## config.mk

```make
export PLATFORM = sky130hd
export DESIGN_NAME = mem_port_arbiter_flat
export DESIGN_NICKNAME = d
export VERILOG_FILES = /design/src/rtl/mem_port_arbiter_if.sv /design/src/rtl/mem_port_arbiter.sv /design/src/flat_wrapper.sv
export SDC_FILE = /design/constraint.sdc
export NUM_CORES = 1
export LEC_CHECK = 0
export ABC_CLOCK_PERIOD_IN_PS = 3500
export BUFFER_PORTS_ARGS = -buffer_cell sky130_fd_sc_hd__buf_4
export CAP_MARGIN = 0
export CELL_PAD_IN_SITES_DETAIL_PLACEMENT = 2
export CELL_PAD_IN_SITES_GLOBAL_PLACEMENT = 2
export CORE_MARGIN = 1.5
export CORE_UTILIZATION = 23
export CTS_BUF_LIST = sky130_fd_sc_hd__clkbuf_16
export CTS_CLUSTER_DIAMETER = 40
export DETAILED_ROUTE_END_ITERATION = 12
export PLACE_DENSITY = 0.89
export SLEW_MARGIN = 20
export SYNTH_ARGS = -nofsm -noshare
export SYNTH_HDL_FRONTEND = slang
export SYNTH_SLANG_ARGS = --single-unit
export TNS_END_PERCENT = 100
```

## constraint.sdc

```tcl
create_clock -name clk -period 3.5 [get_ports clk]
set_clock_uncertainty 0.15 [all_clocks]
set_input_delay 0.7 -clock clk [delete_from_list [all_inputs] [get_ports clk]]
set_output_delay 0.7 -clock clk [all_outputs]
set_load 0.05 [all_outputs]
```

## src/rtl/mem_port_arbiter_if.sv

```systemverilog
// rtl/mem_port_arbiter_if.sv - requester, memory and mux-select signals of the shared memory port
interface mem_port_arbiter_if #(
  parameter int AW = 32,
  parameter int DW = 32
);
  logic          m0_req;
  logic [AW-1:0] m0_addr;
  logic          m0_we;
  logic [DW-1:0] m0_wdata;
  logic          m0_ready;
  logic          m0_err;

  logic          m1_req;
  logic [AW-1:0] m1_addr;
  logic          m1_we;
  logic [DW-1:0] m1_wdata;
  logic          m1_ready;
  logic          m1_err;

  logic [DW-1:0] rdata;
  logic          sel;

  logic          mem_req;
  logic [AW-1:0] mem_addr;
  logic          mem_we;
  logic [DW-1:0] mem_wdata;
  logic          mem_ack;
  logic [DW-1:0] mem_rdata;

  // Arbiter view
  modport slave (
    input  m0_req, m0_addr, m0_we, m0_wdata,
    input  m1_req, m1_addr, m1_we, m1_wdata,
    input  mem_ack, mem_rdata,
    output m0_ready, m0_err, m1_ready, m1_err,
    output rdata, sel, mem_req, mem_addr, mem_we, mem_wdata
  );

  // Requesters plus memory, as seen from outside the arbiter
  modport master (
    output m0_req, m0_addr, m0_we, m0_wdata,
    output m1_req, m1_addr, m1_we, m1_wdata,
    output mem_ack, mem_rdata,
    input  m0_ready, m0_err, m1_ready, m1_err,
    input  rdata, sel, mem_req, mem_addr, mem_we, mem_wdata
  );
endinterface

```

## src/rtl/mem_port_arbiter.sv

```systemverilog
// rtl/mem_port_arbiter.sv - round-robin two-requester memory port arbiter with req/ack watchdog
module mem_port_arbiter #(
  parameter int AW      = 32,
  parameter int DW      = 32,
  parameter int TIMEOUT = 16
) (
  input logic               clk,
  input logic               rst_n,
  mem_port_arbiter_if.slave bus
);

  localparam int CW = $clog2(TIMEOUT);
  localparam logic [CW-1:0] CNT_LAST = CW'(TIMEOUT - 1);

  typedef enum logic [1:0] {
    IDLE  = 2'd0,
    BUSY0 = 2'd1,
    BUSY1 = 2'd2
  } state_t;

  state_t        state_q, state_d;
  logic          ptr_q;
  logic [CW-1:0] cnt_q;
  logic [AW-1:0] mem_addr_q;
  logic          mem_we_q;
  logic [DW-1:0] mem_wdata_q;

  logic          busy;
  logic          done_ok;
  logic          done_err;
  logic [DW-1:0] rdata_d;

  always_ff @(posedge clk or negedge rst_n) begin
    if (!rst_n) begin
      state_q     <= IDLE;
      ptr_q       <= 1'b0;
      cnt_q       <= '0;
      mem_addr_q  <= '0;
      mem_we_q    <= 1'b0;
      mem_wdata_q <= '0;
    end else begin
      state_q <= state_d;
      case (state_q)
        IDLE: begin
          cnt_q <= '0;
          if (state_d == BUSY0) begin
            mem_addr_q  <= bus.m0_addr;
            mem_we_q    <= bus.m0_we;
            mem_wdata_q <= bus.m0_wdata;
          end else if (state_d == BUSY1) begin
            mem_addr_q  <= bus.m1_addr;
            mem_we_q    <= bus.m1_we;
            mem_wdata_q <= bus.m1_wdata;
          end
        end
        default: begin
          // Pointer names the requester that wins the next tie: the one not just served.
          if (state_d == IDLE) ptr_q <= (state_q == BUSY0);
          else                 cnt_q <= cnt_q + CW'(1);
        end
      endcase
    end
  end

  always_comb begin
    state_d  = state_q;
    busy     = 1'b0;
    done_ok  = 1'b0;
    done_err = 1'b0;
    rdata_d  = '0;
    case (state_q)
      IDLE: begin
        if (bus.m0_req && (!bus.m1_req || !ptr_q)) state_d = BUSY0;
        else if (bus.m1_req)                       state_d = BUSY1;
      end
      BUSY0, BUSY1: begin
        busy = 1'b1;
        // An ack in the final watchdog cycle still completes normally.
        if (bus.mem_ack) begin
          done_ok = 1'b1;
          rdata_d = bus.mem_rdata;
          state_d = IDLE;
        end else if (cnt_q == CNT_LAST) begin
          done_err = 1'b1;
          state_d  = IDLE;
        end
      end
      default: state_d = IDLE;
    endcase
  end

  assign bus.mem_req   = busy;
  assign bus.sel       = (state_q == BUSY1);
  assign bus.rdata     = rdata_d;
  assign bus.m0_ready  = done_ok  && (state_q == BUSY0);
  assign bus.m1_ready  = done_ok  && (state_q == BUSY1);
  assign bus.m0_err    = done_err && (state_q == BUSY0);
  assign bus.m1_err    = done_err && (state_q == BUSY1);
  assign bus.mem_addr  = mem_addr_q;
  assign bus.mem_we    = mem_we_q;
  assign bus.mem_wdata = mem_wdata_q;

endmodule

```

## src/flat_wrapper.sv

```systemverilog
// flat-port wrapper written by rule: the top's interface ports become plain ports
module mem_port_arbiter_flat 
#(
  parameter int AW      = 32,
  parameter int DW      = 32,
  parameter int TIMEOUT = 16
)
  (clk, rst_n, bus_m0_req, bus_m0_addr, bus_m0_we, bus_m0_wdata, bus_m1_req, bus_m1_addr, bus_m1_we, bus_m1_wdata, bus_mem_ack, bus_mem_rdata, bus_m0_ready, bus_m0_err, bus_m1_ready, bus_m1_err, bus_rdata, bus_sel, bus_mem_req, bus_mem_addr, bus_mem_we, bus_mem_wdata);
  mem_port_arbiter_if #(.AW(AW), .DW(DW)) bus_i ();
  input logic clk;
  input logic rst_n;
  input wire logic [$bits(bus_i.m0_req)-1:0] bus_m0_req;
  input wire logic [$bits(bus_i.m0_addr)-1:0] bus_m0_addr;
  input wire logic [$bits(bus_i.m0_we)-1:0] bus_m0_we;
  input wire logic [$bits(bus_i.m0_wdata)-1:0] bus_m0_wdata;
  input wire logic [$bits(bus_i.m1_req)-1:0] bus_m1_req;
  input wire logic [$bits(bus_i.m1_addr)-1:0] bus_m1_addr;
  input wire logic [$bits(bus_i.m1_we)-1:0] bus_m1_we;
  input wire logic [$bits(bus_i.m1_wdata)-1:0] bus_m1_wdata;
  input wire logic [$bits(bus_i.mem_ack)-1:0] bus_mem_ack;
  input wire logic [$bits(bus_i.mem_rdata)-1:0] bus_mem_rdata;
  output wire logic [$bits(bus_i.m0_ready)-1:0] bus_m0_ready;
  output wire logic [$bits(bus_i.m0_err)-1:0] bus_m0_err;
  output wire logic [$bits(bus_i.m1_ready)-1:0] bus_m1_ready;
  output wire logic [$bits(bus_i.m1_err)-1:0] bus_m1_err;
  output wire logic [$bits(bus_i.rdata)-1:0] bus_rdata;
  output wire logic [$bits(bus_i.sel)-1:0] bus_sel;
  output wire logic [$bits(bus_i.mem_req)-1:0] bus_mem_req;
  output wire logic [$bits(bus_i.mem_addr)-1:0] bus_mem_addr;
  output wire logic [$bits(bus_i.mem_we)-1:0] bus_mem_we;
  output wire logic [$bits(bus_i.mem_wdata)-1:0] bus_mem_wdata;
  assign bus_i.m0_req = bus_m0_req;
  assign bus_i.m0_addr = bus_m0_addr;
  assign bus_i.m0_we = bus_m0_we;
  assign bus_i.m0_wdata = bus_m0_wdata;
  assign bus_i.m1_req = bus_m1_req;
  assign bus_i.m1_addr = bus_m1_addr;
  assign bus_i.m1_we = bus_m1_we;
  assign bus_i.m1_wdata = bus_m1_wdata;
  assign bus_i.mem_ack = bus_mem_ack;
  assign bus_i.mem_rdata = bus_mem_rdata;
  assign bus_m0_ready = bus_i.m0_ready;
  assign bus_m0_err = bus_i.m0_err;
  assign bus_m1_ready = bus_i.m1_ready;
  assign bus_m1_err = bus_i.m1_err;
  assign bus_rdata = bus_i.rdata;
  assign bus_sel = bus_i.sel;
  assign bus_mem_req = bus_i.mem_req;
  assign bus_mem_addr = bus_i.mem_addr;
  assign bus_mem_we = bus_i.mem_we;
  assign bus_mem_wdata = bus_i.mem_wdata;
  mem_port_arbiter #(.AW(AW), .DW(DW), .TIMEOUT(TIMEOUT)) u_core (.clk(clk), .rst_n(rst_n), .bus(bus_i));
endmodule
```

==> results_dict.tcl, run 1 <==
set metrics [dict create \
    ys_seq_area_share_pct 46.2 \
    p_leak_nw 3.13 \
    fill_cells 1804 \
    hold_class "primary input to async pin" \
    worstSkewPairLatency_ns 0.34 \
    num-nets-final 801 \
    antenna_found_initial 0 \
    track_usage_pct 16.5 \
    dp_hpwl_um 12000 \
    die_x_um 133 \
    crit_path_start_kind "register" \
    clock_path_buffers 2 \
    period_minus_slack_ns 3.01 \
    die_area_um2 17800 \
    path_max_fanout 43 \
    max_freq_mhz 332 \
    synth_top_cells_by_area "dfrtp_1, mux2i_1, a21oi_2, nor2_1, and3_1" \
    wl_per_cell_um 17.4 \
    required_ns 3.60 \
    slew_viol_final 0 \
    diodes 0 \
    die_y_um 133 \
    syn_avg_cell_area_um2 10.6 \
    ys_seq_elements 72 \
    portBuffers 269 \
    start_util_pct 23.5 \
    drt-initial-drc-count 122 \
    tightestPinTransition_ns 0.950 \
    syn-cell-area_um2 3900 \
    cts_tree "done" \
    drv_cap 0 \
    yosysTopAreaCellShare_pct 46.2 \
    place_congestion 0.825 \
    slew_headroom_pct 36.6 \
    finalHoldViolCount 0 \
    cts_made_buffers 9 \
    syn_inst 368 \
    rows 47 \
    status "finished clean" \
    end_kind "register" \
    syn-num-nets 542 \
    drcViolationCount 0 \
    viasPerCell 4.50 \
    drive_above_1_share_pct 52.2 \
    ant_nets 0 \
    postCtsHoldBufs 0 \
    cts_setup_buffers 0 \
    core_area_um2 16600 \
    wirelength_um 14800 \
    post_cts_resized 0 \
    rsz0062_at_grt "false" \
    peakVddDrop_uv 417 \
    fin_hold_ws_ns 0.322 \
    p_per_area_nw_per_um2 1200 \
    io_pins 270 \
    syn_to_final_growth_pct 64.7 \
    synth_top_cell_by_area "dfrtp_1" \
    worstPathArrival_ns 3.11 \
    post-route-period-util_pct 86.1 \
    synth_cell_types 28 \
    finalPower_mw 7.69 \
    fin_tns_setup_ns 0 \
    grt_start_max_net_pins 73 \
    setup_violations 0 \
    overflow 0 \
    yosysWarningCount 0 \
    htreeDepth 3 \
    path_clk_slew_ns 0.06 \
    root_buffer "clkbuf_16" \
    grt_pass1_vias 4315 \
    clkSinkCount 72 \
    grt_pass1_wl_um 22600 \
    drt-pass1-iter-count 4 \
    dr_total_vias 3837 \
    worst-setup-path-type "register to register" \
]
Yosys cell counts:
| master | number |
|---|---|
| dfrtp_1 | 72 |
| nor2_1 | 72 |
| mux2i_1 | 66 |
| a21oi_2 | 35 |
| and3_1 | 35 |
| a21oi_1 | 30 |
| ha_1 | 7 |
| buf_6 | 6 |
| clkbuf_1 | 6 |
| clkbuf_4 | 5 |
| and2_1 | 4 |
| buf_2 | 4 |
| buf_8 | 4 |
| a221o_1 | 2 |
| a221oi_1 | 2 |
| buf_4 | 2 |
| inv_1 | 2 |
| nand2b_1 | 2 |
| nor2b_1 | 2 |
| xor2_1 | 2 |
| and2b_1 | 1 |
| buf_12 | 1 |
| mux2_2 | 1 |
| nand2_1 | 1 |
| nand3_1 | 1 |
| nand4b_1 | 1 |
| nor3b_1 | 1 |
| xnor2_1 | 1 |
through the flow:
stage	cell area [µm²]	utilization (%)	worst slack, ns	std cells
after floorplan	3900	-	0.521	368
after global placement	6090	36.7	0.579	836
after detailed placement	6090	36.7	0.291	836
after CTS	6430	38.8	0.432	852
after global routing	6430	38.8	0.183	852
final	6430	38.8	0.486	852
placed cells by master, fill, tap and decap left out, drive strengths merged, types with 3 or more instances in the layout:
cell type and instances:
and2 4, nor2 72, ha 7, dfrtp 72, a21oi 65, bufinv 3, buf 276, and3 35
mux2i 66, clkbuf 9, clkinv 3
worst max-delay path, cell delays in order, from the launching register on:
cell and delay (ns):
dfrtp_1 0.44, inv_1 0.11, ha_1 0.31, nand2b_1 0.07, nor3b_1 0.45, a221oi_1 0.26, ha_1 0.33, and2_4 0.28
buf_12 0.26, nor2_1 0.07, a21oi_1 0.16
path summary, 6_finish.rpt:
path                       cells past startpoint                           startpoint  slack, ns                                   end
max in group asynchronous                      1                                rst_n       2.22   u_core.bus.mem_addr[16]$_DFFE_PN0P_
setup reg to reg                              10          u_core.state_q[0]$_DFF_PN0_       0.49  u_core.bus.mem_wdata[15]$_DFFE_PN0P_
hold reg to reg                                2  u_core.bus.mem_addr[20]$_DFFE_PN0P_       0.37   u_core.bus.mem_addr[20]$_DFFE_PN0P_
setup / recovery                              10          u_core.state_q[0]$_DFF_PN0_       0.49  u_core.bus.mem_wdata[15]$_DFFE_PN0P_
hold / removal                                 1                                rst_n       0.32  u_core.bus.mem_wdata[26]$_DFFE_PN0P_
min in group clk                               2  u_core.bus.mem_addr[20]$_DFFE_PN0P_       0.37   u_core.bus.mem_addr[20]$_DFFE_PN0P_
cells by family (layout without fill, tap and decap cells):
| family | Yosys count | after routing | share of synthesized area [%] |
|---|---|---|---|
| AOI/OAI and AO/OA | 69 | 69 | 12.7 |
| xor gates and xnor gates | 3 | 3 | 0.673 |
| adders and majority gates | 7 | 7 | 2.24 |
| and+or+nand+nor | 120 | 120 | 14.6 |
| DFF | 72 | 72 | 46.2 |
| muxes | 67 | 67 | 17.2 |
| buffers and inverters | 30 | 294 | 6.41 |
layer usage:
| layer | vias up | track usage [%] | routed length [µm] |
|---|---|---|---|
| li1 | 1797 | - | - |
| met1 | 1840 | 15.6 | 4990 |
| met2 | 177 | 32.8 | 8300 |
| met3 | 23 | 4.45 | 1110 |
| met4 | 0 | 7.37 | 404 |
| met5 | - | 0 | 0 |
layout make-up:
class / count / area [µm²] / share of cell area [%]
sequential: 72 / 1800 / 28.0
clock inverter: 7 / 120 / 1.87
clock buffer: 9 / 225 / 3.50
inverter: 2 / 7.51 / 0.117
timing repair buffer: 276 / 2130 / 33.2
tap: 220 / 275 / 4.28
multi-input combinational: 266 / 1870 / 29.0
registers in the layout (all words and copies together) (netlist names):
signal,flops
u_core.cnt_q,4
u_core.bus.mem_we,1
u_core.bus.mem_wdata,32
u_core.bus.mem_addr,32
u_core.state_q,2
u_core.ptr_q,1
power by group:
part	leakage (nW)	total (mW)	internal, mW	switching, mW
Clock	0.166	1.07	0.697	0.371
Combinational	2.15	5.13	1.73	3.40
Sequential	0.807	1.50	1.26	0.236
(Power assumes the default switching activity.)
==> run 2: changes to the inputs <==
--- a/config.mk
+++ b/config.mk
@@ -5,8 +5,8 @@
 export SDC_FILE = /design/constraint.sdc
 export NUM_CORES = 1
 export LEC_CHECK = 0
-export ABC_CLOCK_PERIOD_IN_PS = 3500
-export BUFFER_PORTS_ARGS = -buffer_cell sky130_fd_sc_hd__buf_4
+export ABC_CLOCK_PERIOD_IN_PS = 3000
+export BUFFER_PORTS_ARGS = -buffer_cell sky130_fd_sc_hd__clkbuf_2
 export CAP_MARGIN = 0
 export CELL_PAD_IN_SITES_DETAIL_PLACEMENT = 2
 export CELL_PAD_IN_SITES_GLOBAL_PLACEMENT = 2
==> constraint.sdc (replaced) <==
create_clock -name clk -period 3 [get_ports clk]
set_clock_uncertainty 0.15 [all_clocks]
set_input_delay 0.6 -clock clk [delete_from_list [all_inputs] [get_ports clk]]
set_output_delay 0.6 -clock clk [all_outputs]
set_load 0.05 [all_outputs]
==> run 2 against run 1 <==
Net effect:
- die area did not move
- worst hold slack got worse by 0.062 ns
- sequential cell count did not move
- first-iteration DRC count fell by 17%
- routed wire length rose by 2.3%
==> results_dict.tcl, run 2 (synthesis results as in run 1) <==
set metrics [dict create \
    root_buffer "clkbuf_16" \
    slew_viol_final 0 \
    drt-initial-drc-count 101 \
    slew_headroom_pct 36.4 \
    setup_violations 0 \
    antenna_found_initial 0 \
    grt_pass1_wl_um 23400 \
    path_max_fanout 34 \
    worstPathArrival_ns 2.10 \
    core_area_um2 16600 \
    worst-setup-path-type "register to output port" \
    cts_tree "done" \
    io_pins 270 \
    start_util_pct 23.5 \
    ant_nets 0 \
    place_ws_ns -0.0467 \
    dp_hpwl_um 12300 \
    drt-pass1-iter-count 2 \
    final_common_cell "clkbuf_2" \
    drive_above_1_share_pct 52.8 \
    wl_per_cell_um 17.7 \
    grt_pass1_vias 4476 \
    die_area_um2 17800 \
    grt_start_max_net_pins 73 \
    hold_class "primary input to async pin" \
    cts_made_buffers 9 \
    clock_path_buffers 2 \
    die_x_um 133 \
    status "finished clean" \
    place_congestion 0.897 \
    finalHoldViolCount 0 \
    period_minus_slack_ns 2.85 \
    path_clk_slew_ns 0.06 \
    peakVddDrop_uv 590 \
    post-route-period-util_pct 95.1 \
    track_usage_pct 17.1 \
    viasPerCell 4.51 \
    critPathMaxStageDelay_ns 0.45 \
    p_per_area_nw_per_um2 1490 \
    clkSinkCount 72 \
    drv_cap 0 \
    syn_to_final_growth_pct 48.6 \
    end_kind "output port" \
    fill_cells 1897 \
    crit_path_start_kind "register" \
    max_freq_mhz 351 \
    htreeDepth 3 \
    num-nets-final 805 \
    drcViolationCount 0 \
    finalPower_mw 8.67 \
    fin_tns_setup_ns 0 \
    required_ns 2.25 \
    overflow 0 \
    tightestPinTransition_ns 0.953 \
    dr_total_vias 3862 \
    die_y_um 133 \
    final_cell_mix "clkbuf_2, nor2_1, dfrtp_1" \
    path_cells "inv_1 > ha_1 > buf_4 > and3_1 > clkbuf_2" \
    slowest_stage "dfrtp_1" \
    portBuffers 269 \
    wirelength_um 15100 \
    fin_ws_ns 0.147 \
    diodes 0 \
    p_leak_nw 2.98 \
    rows 47 \
    worstSkewPairLatency_ns 0.34 \
]
## run 2: area by class of cell
| class | count | area, µm² | area share (%) |
|---|---|---|---|
| flip-flops and latches | 72 | 1800 | 31.1 |
| well taps | 220 | 275 | 4.74 |
| clock inverters | 7 | 119 | 2.05 |
| repair buffers | 280 | 1480 | 25.5 |
| clock buffers | 9 | 225 | 3.88 |
| inverters | 2 | 7.51 | 0.129 |
| multi-input cells | 266 | 1890 | 32.6 |
## run 2: routing by layer
| layer | track usage (%) | vias to the layer above | share of wire (%) |
|---|---|---|---|
| li1 | - | 1803 | - |
| met1 | 15.7 | 1833 | 34 |
| met2 | 34.3 | 190 | 55 |
| met3 | 3.73 | 36 | 6.4 |
| met4 | 9.48 | 0 | 4.3 |
| met5 | 0 | - | 0 |
## run 2: per-stage QoR
stage | instances | cell area [µm²] | utilization (%) | hold WS (ns)
after detailed placement | 839 | 5430 | 32.7 | 0.358
after CTS | 855 | 5780 | 34.9 | 0.295
after global routing | 856 | 5800 | 35.0 | 0.337
final | 856 | 5800 | 35.0 | 0.260
after global placement | 839 | 5430 | 32.7 | 0.349
after floorplan | 368 | 3900 | - | 0.154
## run 2: worst max-delay path, delay by kind of cell (launching register included)
family,cells,cell delay [ns]
adders and majority gates,1,0.33
DFF,1,0.45
buffers and inverters,3,0.69
and+or+nand+nor,1,0.27
## run 2: path summary, 6_finish.rpt
check | start | to | slack [ns] | depth (start not counted)
max in group asynchronous | rst_n | u_core.cnt_q[1]$_DFFE_PN0P_ | 1.82 | 1
worst min register to register | u_core.bus.mem_wdata[20]$_DFFE_PN0P_ | u_core.bus.mem_wdata[20]$_DFFE_PN0P_ | 0.37 | 2
worst max-delay path | u_core.state_q[1]$_DFF_PN0_ | bus_rdata[0] | 0.15 | 5
min in group clk | u_core.bus.mem_wdata[20]$_DFFE_PN0P_ | u_core.bus.mem_wdata[20]$_DFFE_PN0P_ | 0.37 | 2
worst max register to register | u_core.state_q[1]$_DFF_PN0_ | u_core.bus.mem_wdata[23]$_DFFE_PN0P_ | 0.16 | 9
worst min-delay path | rst_n | u_core.bus.mem_wdata[28]$_DFFE_PN0P_ | 0.26 | 1
## run 2: repair_timing
item,in CTS,in global routing
pin swaps,0,1
gates resized for setup,3,2
hold buffers,0,0
buffers inserted,0,1
endpoints found under the setup margin,37,15
## run 2: where the power goes
| part | switching [mW] | internal [mW] | leakage, nW |
|---|---|---|---|
| clock | 0.438 | 0.814 | 0.167 |
| sequential | 0.275 | 1.47 | 0.807 |
| combinational | 4.02 | 1.65 | 2.01 |
